$ cat config.mk
export PLATFORM = sky130hd
export DESIGN_NAME = word_assembler
export DESIGN_NICKNAME = d
export VERILOG_FILES = /design/src/rtl/word_asm_pkg.sv /design/src/rtl/word_assembler.sv
export SDC_FILE = /design/constraint.sdc
export NUM_CORES = 1
export LEC_CHECK = 0
export CAP_MARGIN = 20
export CORE_ASPECT_RATIO = 0.6
export CORE_UTILIZATION = 52
export DETAILED_ROUTE_END_ITERATION = 8
export HOLD_SLACK_MARGIN = 0.03
export PLACE_DENSITY_LB_ADDON = 0.12
export SLEW_MARGIN = 20
export SYNTH_ARGS = -nofsm -noshare
export SYNTH_HDL_FRONTEND = slang
export SYNTH_SLANG_ARGS = --single-unit
export TNS_END_PERCENT = 10
$ cat constraint.sdc
create_clock -name CLK -period 1.9 [get_ports CLK]
set_input_delay 0.38 -clock CLK [delete_from_list [all_inputs] [get_ports CLK]]
set_output_delay 0.38 -clock CLK [all_outputs]
set_load 0.01 [all_outputs]
$ cat src/rtl/word_asm_pkg.sv
// rtl/word_asm_pkg.sv - shared types and defaults for the byte-to-word assembler
package word_asm_pkg;

  typedef enum logic {
    IDLE = 1'b0,
    FILL = 1'b1
  } state_e;

  localparam int DEF_DIN_W = 8;
  localparam int DEF_RATIO = 4;

  function automatic int units_w(input int ratio);
    return $clog2(ratio + 1);
  endfunction

endpackage

$ cat src/rtl/word_assembler.sv
// rtl/word_assembler.sv - packs RATIO DIN_W-bit units into one word over valid/ready
// Define WORD_ASSEMBLER_LAST_EN to let DIN_LAST close a word early (zero-padded upper slots).
module word_assembler
  import word_asm_pkg::*;
#(
  parameter int DIN_W = DEF_DIN_W,
  parameter int RATIO = DEF_RATIO,
  localparam int UW   = units_w(RATIO)
) (
  input  logic                   CLK,
  input  logic                   RST,
  input  logic [DIN_W-1:0]       DATA_IN,
  input  logic                   DIN_VALID,
  output logic                   DIN_READY,
  input  logic                   DIN_LAST,
  output logic [DIN_W*RATIO-1:0] DATA_OUT,
  output logic                   DOUT_VALID,
  input  logic                   DOUT_READY,
  output logic [UW-1:0]          DOUT_UNITS,
  output logic                   BUSY
);

  localparam int W  = DIN_W * RATIO;
  localparam int CW = $clog2(RATIO);
  localparam logic [CW-1:0] LAST_CNT = CW'(RATIO - 1);

  state_e         state_q;
  logic [CW-1:0]  cnt_q;
  logic [W-1:0]   acc_q;
  logic [W-1:0]   data_q;
  logic [UW-1:0]  units_q;
  logic           valid_q;

  logic           last_slot;
  logic           close_unit;
  logic           accept;
  logic           close;
  logic [W-1:0]   word_d;

  assign last_slot = (cnt_q == LAST_CNT);

`ifdef WORD_ASSEMBLER_LAST_EN
  // Any unit may close a word, so a pending unread word blocks every unit.
  assign close_unit = last_slot | DIN_LAST;
  assign DIN_READY  = !(valid_q & !DOUT_READY);
`else
  logic unused_din_last;
  assign unused_din_last = DIN_LAST;
  assign close_unit = last_slot;
  assign DIN_READY  = !(last_slot & valid_q & !DOUT_READY);
`endif

  assign accept = DIN_VALID & DIN_READY;
  assign close  = accept & close_unit;

  // Slots above cnt_q are still zero in acc_q, which gives the padding on early close.
  always_comb begin
    word_d = acc_q;
    for (int i = 0; i < RATIO; i++) begin
      if (cnt_q == CW'(i)) word_d[i*DIN_W +: DIN_W] = DATA_IN;
    end
  end

  always_ff @(posedge CLK or negedge RST) begin
    if (!RST) begin
      state_q <= IDLE;
      cnt_q   <= '0;
      acc_q   <= '0;
      data_q  <= '0;
      units_q <= '0;
      valid_q <= 1'b0;
    end else begin
      if (close) begin
        data_q  <= word_d;
        units_q <= UW'(cnt_q) + UW'(1);
        valid_q <= 1'b1;
        cnt_q   <= '0;
        acc_q   <= '0;
        state_q <= IDLE;
      end else begin
        if (accept) begin
          acc_q   <= word_d;
          cnt_q   <= cnt_q + CW'(1);
          state_q <= FILL;
        end
        if (valid_q && DOUT_READY) valid_q <= 1'b0;
      end
    end
  end

  assign DATA_OUT   = data_q;
  assign DOUT_UNITS = units_q;
  assign DOUT_VALID = valid_q;
  assign BUSY       = (state_q == FILL) | valid_q;

endmodule

==> impl_metrics.py <==
metrics = {
    "setup_path": {
        "rrSetupSlack_ns": 0.13,
        "timing.rr.start": "cnt_q[0]",
        "crit_path_start_kind": "flip-flop",
        "cp.required_ns": 1.52,
        "crit_buf_inv": 1,
        "worstSetupPathType": "reg -> out",
        "cp.arrival_ns": 1.40,
        "crit_chain": "ha_1 -> nand3b_1 -> dlygate4sd2_1",
        "critPathTopFamily": "flip-flops",
        "slowest_delay_ns": 0.43,
        "crit_path_end_kind": "output port",
        "r2r_cells": 4,
        "rr_endpoint": "acc_q[19]",
        "crit_path_top_delay_cell": "dfrtp_1",
        "path_max_fanout": 5,
    },
    "detailed_routing": {
        "wl_per_cell_microns": 16.8,
        "drc": 0,
        "drt_wl_total_mm": 6.49,
        "via_per_inst": 5.61,
        "vias": 2171,
        "ant_nets": 0,
        "met1_length_mm": 3.21,
        "drt_iter0_drc": 161,
        "wl_met3_microns": 419,
        "dr.pass1.iters": 5,
        "wl_met2_mm": 2.73,
        "routed.top_layer": "met4",
    },
    "timing": {
        "maxSlewHeadroom_pct": 65.0,
        "hold_slack_ns": 0.0331,
        "fmax_ghz": 0.561,
        "min_period_ns": 1.78,
        "tns_ns": 0,
        "tightest_slew_ns": 0.526,
        "clock_skew_ns": 0.00669,
        "slew_violations": 0,
        "rsz0062_at_grt": "false",
        "final-setup-viol-count": 0,
        "finalHoldViolCount": 0,
        "fin_crit_sh_pct": 93.8,
    },
    "floorplan": {
        "die_w_microns": 99.0,
        "die_area_sq_mm": 0.00596,
        "core_sq_mm": 0.00526,
        "start_util_pct": 55.9,
        "io_pins": 51,
        "die_h_microns": 60.2,
        "rows": 20,
    },
    "clock_tree": {
        "ctsHtreeMaxLevel": 3,
        "cts_buffers": 9,
        "clk_root_buffer_cell": "clkbuf_8",
        "cts.sinks": 63,
        "clk_path_buf_depth": 2,
        "cts-resized-gates": 2,
        "cts_tree": "built",
        "post-cts-setup-buffers": 0,
        "clock_latency_ns": 0.34,
        "clkTransAtPathRegs_ns": 0.07,
        "ctsHoldBuffers": 0,
    },
    "global_routing": {
        "grt_antenna_before_repair": 0,
        "grt_max_degree": 64,
        "grt-ovfl-total": 0,
        "grt_usage_pct": 25.1,
        "grt_pass1_vias": 2151,
        "grt_pass1_wl_mm": 10.8,
    },
    "power_and_ir_drop": {
        "power_mw": 6.48,
        "power_density_mw_per_mm2": 1760,
        "leakagePower_nw": 1.68,
        "peakVddDrop_mv": 0.860,
    },
    "synth": {
        "synth_nets": 281,
        "netlist.area_leader.share_pct": 53.7,
        "synth_top_area_cell": "dfrtp_1",
        "synthCells": 264,
        "ys_seq_elements": 63,
        "synth.yosys.seq_area_share_pct": 53.7,
        "yosys-top-cells-area": "dfrtp_1 54%, mux2_1 12%, a221o_1 8.2%",
        "syn_area_sq_mm": 0.00294,
        "yosysWarnings": 0,
        "ys_types": 22,
        "avgSynthCellArea_sq_um": 11.1,
    },
    "final_layout": {
        "mostFrequentLayoutCell": "dfrtp_1",
        "seqCellArea_sq_mm": 0.00158,
        "diodes": 0,
        "drive_gt1_share_pct": 9.66,
        "multi_input_area_sq_mm": 0.00125,
        "synthToLayoutAreaGrowth_pct": 25.5,
        "nFillCells": 400,
        "fin_nets": 334,
        "utilization_pct": 70.1,
        "layout_common_cells": "63 x dfrtp_1, 51 x nand2_1, 46 x clkdlybuf4s50_1, 31 x mux2_1",
    },
    "run_status": {
        "status": "complete, no violations",
    },
    "place": {
        "io_buffers": 49,
        "globalplace.congestion": 0.782,
        "hpwl_mm": 4.28,
    },
    "flow_run": {
        "drv_cap": 0,
    },
    "worst_hold_path": {
        "hp-class": "in -> async",
    },
}
[worst max path at each step]
stage	from	endpoint	slack, ns	cells after the start
after detailed placement	DOUT_READY	DIN_READY	-0.0008	3
after CTS	cnt_q[0]	DIN_READY	0.11	3
after floorplan	cnt_q[0]	acc_q[21]	0.28	5
final	cnt_q[0]	DIN_READY	0.12	3
after global routing	cnt_q[0]	acc_q[20]	0.01	4
after global placement	DOUT_READY	DIN_READY	0.03	3
[report_power, final]
group          switching, mW  total [mW]  internal (mW)
logic                   1.44        3.10           1.66
clock network          0.512        1.01          0.495
registers              0.357        2.38           2.02
[flip-flops by register name, summed over array words and instances, names as in the netlist]
name        count
acc_q          24
cnt_q           2
DOUT_UNITS      3
state_q         1
DATA_OUT       32
DOUT_VALID      1
[logic make-up after synthesis]
family / synth area share, %
AND/OR/NAND/NOR: 18.7
flip-flops: 53.7
multiplexers: 13.0
AO/OA/AOI/OAI: 8.95
buffers and inverters: 3.88
adder cells (fa/ha/maj): 1.71
[synth_stat cells (all sizes together)]
cell and number:
or2 2, nor2 25, mux2 34, buf 15, nor2b 10, nand3b 1
ha 4, a31oi 1, dfrtp 63, and2 3, nand2b 25, inv 2
a221o 24, a21o 1, a22o 1, clkbuf 1, nand2 52
[routing by layer]
| layer | track usage [%] | vias up |
|---|---|---|
| met3 | 5.38 | 13 |
| li1 | - | 1014 |
| met4 | 11.7 | 0 |
| met2 | 36.9 | 73 |
| met5 | 0 | - |
| met1 | 35.9 | 1071 |
[stage by stage]
step                cells  instance area, sq um  worst slack [ns]
floorplan             264                  2940             0.278
global placement      372                  3520            0.0258
detailed placement    372                  3520         -0.000834
CTS                   387                  3680             0.108
global route          387                  3680            0.0150
finish                387                  3680             0.118
[cell type report]
cell class	count	share of cell area, %
Clock inverter	4	0.611
Multi-Input combinational cell	183	34.0
Sequential cell	63	42.8
Timing Repair Buffer	58	16.3
Clock buffer	11	3.84
Tap cell	66	2.24
Inverter	2	0.204
Power figures use the tool's default switching activity.
